===== config.mk =====
export PLATFORM = sky130hd
export DESIGN_NAME = regfile_wb_queue
export DESIGN_NICKNAME = d
export VERILOG_FILES = /design/src/rtl/regfile_wb_queue.sv
export SDC_FILE = /design/constraint.sdc
export NUM_CORES = 1
export LEC_CHECK = 0
export CAP_MARGIN = 20
export CELL_PAD_IN_SITES_DETAIL_PLACEMENT = 1
export CELL_PAD_IN_SITES_GLOBAL_PLACEMENT = 1
export CORE_ASPECT_RATIO = 1.25
export CORE_MARGIN = 2
export CORE_UTILIZATION = 49
export DETAILED_ROUTE_END_ITERATION = 10
export PLACE_DENSITY_LB_ADDON = 0.1
export SLEW_MARGIN = 25
export SYNTH_ARGS = -nofsm -noshare
export SYNTH_HDL_FRONTEND = slang
export SYNTH_SLANG_ARGS = --single-unit

===== constraint.sdc =====
create_clock -name clk -period 15.8 [get_ports clk]
set_clock_uncertainty 0.05 [all_clocks]
set_input_delay 3.16 -clock clk [delete_from_list [all_inputs] [get_ports clk]]
set_output_delay 3.16 -clock clk [all_outputs]
set_load 0.01 [all_outputs]

===== src/rtl/regfile_wb_queue.sv =====
// Writeback queue in front of the register file write port: buffers requests,
// issues one registered write per cycle and exposes pending values for forwarding.
module regfile_wb_queue #(
  parameter int DEPTH = 4,
  parameter int AW    = 4,
  parameter int DW    = 32
) (
  input  logic          clk,
  input  logic          reset,
  input  logic          in_valid,
  output logic          in_ready,
  input  logic [AW-1:0] in_addr,
  input  logic [DW-1:0] in_data,
  output logic          we3,
  output logic [AW-1:0] wa3,
  output logic [DW-1:0] wd3,
  input  logic [AW-1:0] ra1,
  input  logic [AW-1:0] ra2,
  output logic          pend1,
  output logic          pend2,
  output logic [DW-1:0] fwd1,
  output logic [DW-1:0] fwd2,
  output logic          empty,
  output logic [7:0]    drop_cnt
);

  localparam int PW = (DEPTH > 1) ? $clog2(DEPTH) : 1;
  localparam logic [AW-1:0] PC_ADDR = AW'(15);
  localparam logic [PW:0]   FULL    = (PW+1)'(DEPTH);

  logic [PW-1:0] rd_ptr_q, rd_ptr_d;
  logic [PW-1:0] wr_ptr_q, wr_ptr_d;
  logic [PW:0]   count_q, count_d;
  logic          we3_q, we3_d;
  logic [AW-1:0] wa3_q, wa3_d;
  logic [DW-1:0] wd3_q, wd3_d;
  logic [7:0]    drop_q, drop_d;

  logic [AW-1:0] mem_addr_q [DEPTH];
  logic [DW-1:0] mem_data_q [DEPTH];

  logic accept, push, drop, pop;

  // Readiness depends only on registered occupancy, never on this cycle's pop.
  assign in_ready = reset & (count_q != FULL);
  assign empty    = (count_q == '0) & ~we3_q;
  assign we3      = we3_q;
  assign wa3      = wa3_q;
  assign wd3      = wd3_q;
  assign drop_cnt = drop_q;

  always_comb begin
    accept   = in_valid & in_ready;
    push     = accept & (in_addr != PC_ADDR);
    drop     = accept & (in_addr == PC_ADDR);
    pop      = (count_q != '0);
    wr_ptr_d = push ? wr_ptr_q + PW'(1) : wr_ptr_q;
    rd_ptr_d = pop ? rd_ptr_q + PW'(1) : rd_ptr_q;
    count_d  = count_q;
    unique case ({push, pop})
      2'b10:   count_d = count_q + (PW+1)'(1);
      2'b01:   count_d = count_q - (PW+1)'(1);
      default: count_d = count_q;
    endcase
    we3_d  = pop;
    wa3_d  = pop ? mem_addr_q[rd_ptr_q] : wa3_q;
    wd3_d  = pop ? mem_data_q[rd_ptr_q] : wd3_q;
    drop_d = (drop && (drop_q != 8'hFF)) ? drop_q + 8'd1 : drop_q;
  end

  always_ff @(posedge clk or negedge reset) begin
    if (!reset) begin
      rd_ptr_q <= '0;
      wr_ptr_q <= '0;
      count_q  <= '0;
      we3_q    <= 1'b0;
      wa3_q    <= '0;
      wd3_q    <= '0;
      drop_q   <= '0;
    end else begin
      rd_ptr_q <= rd_ptr_d;
      wr_ptr_q <= wr_ptr_d;
      count_q  <= count_d;
      we3_q    <= we3_d;
      wa3_q    <= wa3_d;
      wd3_q    <= wd3_d;
      drop_q   <= drop_d;
    end
  end

  // Entry storage needs no reset: occupancy decides which entries are live.
  always_ff @(posedge clk) begin
    if (push) begin
      mem_addr_q[wr_ptr_q] <= in_addr;
      mem_data_q[wr_ptr_q] <= in_data;
    end
  end

  logic [DEPTH-1:0]         ent_valid;
  logic [DEPTH-1:0][PW-1:0] ent_age;

  for (genvar gi = 0; gi < DEPTH; gi++) begin : g_entry
    assign ent_age[gi]   = PW'(gi) - rd_ptr_q;
    assign ent_valid[gi] = ({1'b0, ent_age[gi]} < count_q);
  end

  logic [1:0][AW-1:0] ra_v;
  logic [1:0]         pend_v;
  logic [1:0][DW-1:0] fwd_v;

  assign ra_v = {ra2, ra1};

  // Youngest match wins: the largest age in the FIFO, else the output register.
  for (genvar gi = 0; gi < 2; gi++) begin : g_lookup
    logic          port_hit;
    logic          fifo_hit;
    logic [PW-1:0] best_age;
    logic [DW-1:0] best_data;
    logic          hit;

    always_comb begin
      port_hit  = we3_q && (wa3_q == ra_v[gi]);
      fifo_hit  = 1'b0;
      best_age  = '0;
      best_data = '0;
      for (int i = 0; i < DEPTH; i++) begin
        if (ent_valid[i] && (mem_addr_q[i] == ra_v[gi]) &&
            (!fifo_hit || (ent_age[i] > best_age))) begin
          fifo_hit  = 1'b1;
          best_age  = ent_age[i];
          best_data = mem_data_q[i];
        end
      end
      hit = (fifo_hit || port_hit) && (ra_v[gi] != PC_ADDR);
    end

    assign pend_v[gi] = hit;
    assign fwd_v[gi]  = !hit ? '0 : (fifo_hit ? best_data : wd3_q);
  end

  assign pend1 = pend_v[0];
  assign pend2 = pend_v[1];
  assign fwd1  = fwd_v[0];
  assign fwd2  = fwd_v[1];

endmodule


==> impl_metrics.toml <==
[sta]
max_freq_mhz = 78.3
finalSetupViolCount = 0
period_share_pct = 80.8
drv_slew = 0
setup_tns_ns = 0
rsz0062_at_grt = "no"
hold_viol_final = 0
worstMarginPinSlew_ns = 1.06
slew_headroom_pct = 28.9
fin_ws_ns = 3.03
finalWorstPathRequiredPeriod_ns = 12.77

[drt]
drt_wl_total_mm = 42.0
drt_iter0_markers = 770
firstDrtPassIters = 6
drc = 0
vias = 9829
ant_nets = 0
routed_via_density = 6.72
wl_per_cell_um = 28.7

[pwr]
peakVddDrop_uv = 142
totalPowerFinal_mw = 2.66
p_leak_nw = 4.93
p_per_area_nw_per_um2 = 182

[critical_path]
r2r_start = "count_q[0]"
crit_path_start_kind = "input port"
critPathKind = "input port to output port"
crit_required_ns = 12.59
regToRegSetupSlack_ns = 13.26
reg2reg_to = "count_q[2]"
path_max_fanout = 34
cp.arrival_ns = 9.56
cp-end-kind = "output port"
r2r.worst_path.cells = 9

[global_routing]
grt_first_pass_wirelength_mm = 64.1
grt-ovfl-total = 0
antenna_found_initial = 1
grt_util_all_layers_pct = 31.8
grt_start_max_net_pins = 48
grt_pass1_vias = 10600

[floorplan]
die-area_um2 = 26700
ioPinCount = 160
die_w_um = 147
num_rows = 65
die_y_um = 182
coreArea_um2 = 25100
start_util_pct = 49.5

[yosys]
netlist_area_um2 = 12400
synth_flop_cell = "edfxtp_1"
synth_top_area_share_pct = 34.8
yosysTopAreaCell = "edfxtp_1"
yosysWarnings = 0
yosysSeqAreaShare_pct = 45.2
synth_edf_count = 144
syn-num-nets = 1079
synthCells = 1012
async_flop_share_pct = 26.5
netlist_top_cells_area = "edfxtp_1 35%, dfrtp_1 10%, mux4_2 6.5%, a211oi_2 6.1%, o211ai_2 6.0%"
synth_area_per_cell_um2 = 12.3
synth.distinct_cells = 55
ys_ff_latch = 196

[cts]
path_clk_slew_ns = 0.07
cts_setup_buffers = 0
ctsResizeCount = 0
cts.path.max_buffers = 2
cts_hold_buffers = 0
clk_latency_ns = 0.44
cts_sinks = 196
cts_buffers = 17
cts_tree = "done"
cts-root-buf = "clkbuf_16"
h-tree-depth = 4

[worst_hold_path]
hold_depth = 1
hold_path_class = "flop to flop"
min_from = "drop_cnt[5]"
hold_end = "drop_cnt[5]"

[finish]
area_delta_synth_final_pct = 17.6
drive_gt1_share_pct = 24.1
layout.nets = 1180

[placed_design]
routabilityCongestion = 0.799
port_buffers = 159
hpwl_mm = 24.5
place_ws_ns = 3.07

[run_status]
status = "finished clean"

[flow_run]
drv.max_cap_violation_count = 0
registers in the layout (all words and copies together) (netlist names):
signal	count
we3	1
mem_data_q	128
rd_ptr_q	2
wd3	32
wr_ptr_q	2
wa3	4
count_q	3
drop_cnt	8
mem_addr_q	16
per-layer routing:
layer  global-route usage, %  vias to the layer above  share of wire (%)
li1                        -                     4167                  -
met5                       0                        -                  0
met1                    39.3                     5042                 39
met3                    5.38                      135                6.4
met4                    13.8                        0                3.8
met2                    55.1                      485                 50
power breakdown:
part / switching (mW) / internal [mW] / total [mW]
Combinational: 0.852 / 0.617 / 1.47
Sequential: 0.100 / 0.659 / 0.759
Clock: 0.210 / 0.221 / 0.432
Total: 1.16 / 1.50 / 2.66
how the worst max path moves through the flow:
stage | from | endpoint | slack (ns) | depth (start not counted)
floorplan | ra1[2] | fwd1[1] | 5.36 | 20
global placement | ra1[0] | fwd1[31] | 3.17 | 18
detailed placement | ra2[3] | fwd2[0] | 3.07 | 18
CTS | ra2[3] | fwd2[0] | 3.06 | 18
global route | ra2[3] | fwd2[31] | 2.67 | 18
finish | ra2[3] | fwd2[0] | 3.03 | 18
kinds of logic (layout without fill, tap and decap cells):
logic type	after synthesis	count (layout)	synth area share, %
AOI/OAI and AO/OA	414	414	29.9
other	0	1	0
muxes	41	41	6.97
DFF	196	196	45.2
xor gates and xnor gates	52	52	3.66
and+or+nand+nor	174	174	6.40
buffers and inverters	115	229	5.73
adders and majority gates	20	20	2.07
worst max-delay path, cell delays in order:
cell and delay (ns):
clkdlybuf4s50_1 0.64, xor2_1 0.16, nor4_4 0.47, o211a_2 0.93, a22oi_1 0.20, ha_1 0.37, nor2b_1 0.16, o21ai_2 0.09
a21oi_4 0.14, buf_4 0.52, mux2_1 0.39, ha_1 0.29, nand2_1 0.05, o2111ai_1 0.19, o31a_4 0.59, o211ai_1 0.18
a211oi_1 0.35, clkdlybuf4s50_1 0.60
synth_stat cells, drive strengths merged, types with 6 or more instances:
cell type and instances:
a21oi 67, o211ai 64, a211o 65, dfrtp 52, xor2 24, nand4 9, nor2 10, nand2 127
mux4 36, edfxtp 144, a22o 64, buf 57, o21ai 71, xnor2 28, clkbuf 47, ha 19
a211oi 65, inv 11, nor4 6
layout make-up:
class                      count  area [um2]
clock inverter                15         145
multi-input combinational    701        6160
sequential                   196        5630
timing repair buffer         186        1810
clock buffer                  17         425
tap                          335         419
antenna                        1        2.50
fill                        2541       10500
inverter                      11        41.3
cells in the final DEF, fill, tap and decap left out, types with 3 or more instances in the layout:
| master | count |
|---|---|
| a211o_1 | 65 |
| a211oi_1 | 4 |
| a211oi_2 | 61 |
| a21oi_1 | 65 |
| a22o_1 | 44 |
| a22o_2 | 20 |
| and2_4 | 3 |
| and3_1 | 4 |
| buf_4 | 26 |
| clkbuf_16 | 17 |
| clkdlybuf4s50_1 | 158 |
| clkinvlp_4 | 4 |
| dfrtp_1 | 50 |
| edfxtp_1 | 144 |
| ha_1 | 19 |
| inv_1 | 10 |
| inv_6 | 4 |
| mux2_1 | 4 |
| mux4_2 | 36 |
| nand2_1 | 127 |
| nand4_1 | 8 |
| nor2_1 | 10 |
| nor2b_1 | 4 |
| o211ai_1 | 4 |
| o211ai_2 | 60 |
| o21ai_0 | 64 |
| o21ai_1 | 3 |
| xnor2_1 | 28 |
| xor2_1 | 24 |
per-stage QoR:
| stage | utilization [%] | std cells | instance area (um2) | hold WS [ns] |
|---|---|---|---|---|
| floorplan | - | 1012 | 12400 | 0.443 |
| global placement | 55.8 | 1428 | 14000 | 0.435 |
| detailed placement | 55.8 | 1428 | 14000 | 0.430 |
| CTS | 58.1 | 1460 | 14600 | 0.444 |
| global route | 58.2 | 1462 | 14600 | 0.464 |
| finish | 58.2 | 1462 | 14600 | 0.443 |
(Power assumes the default switching activity.)
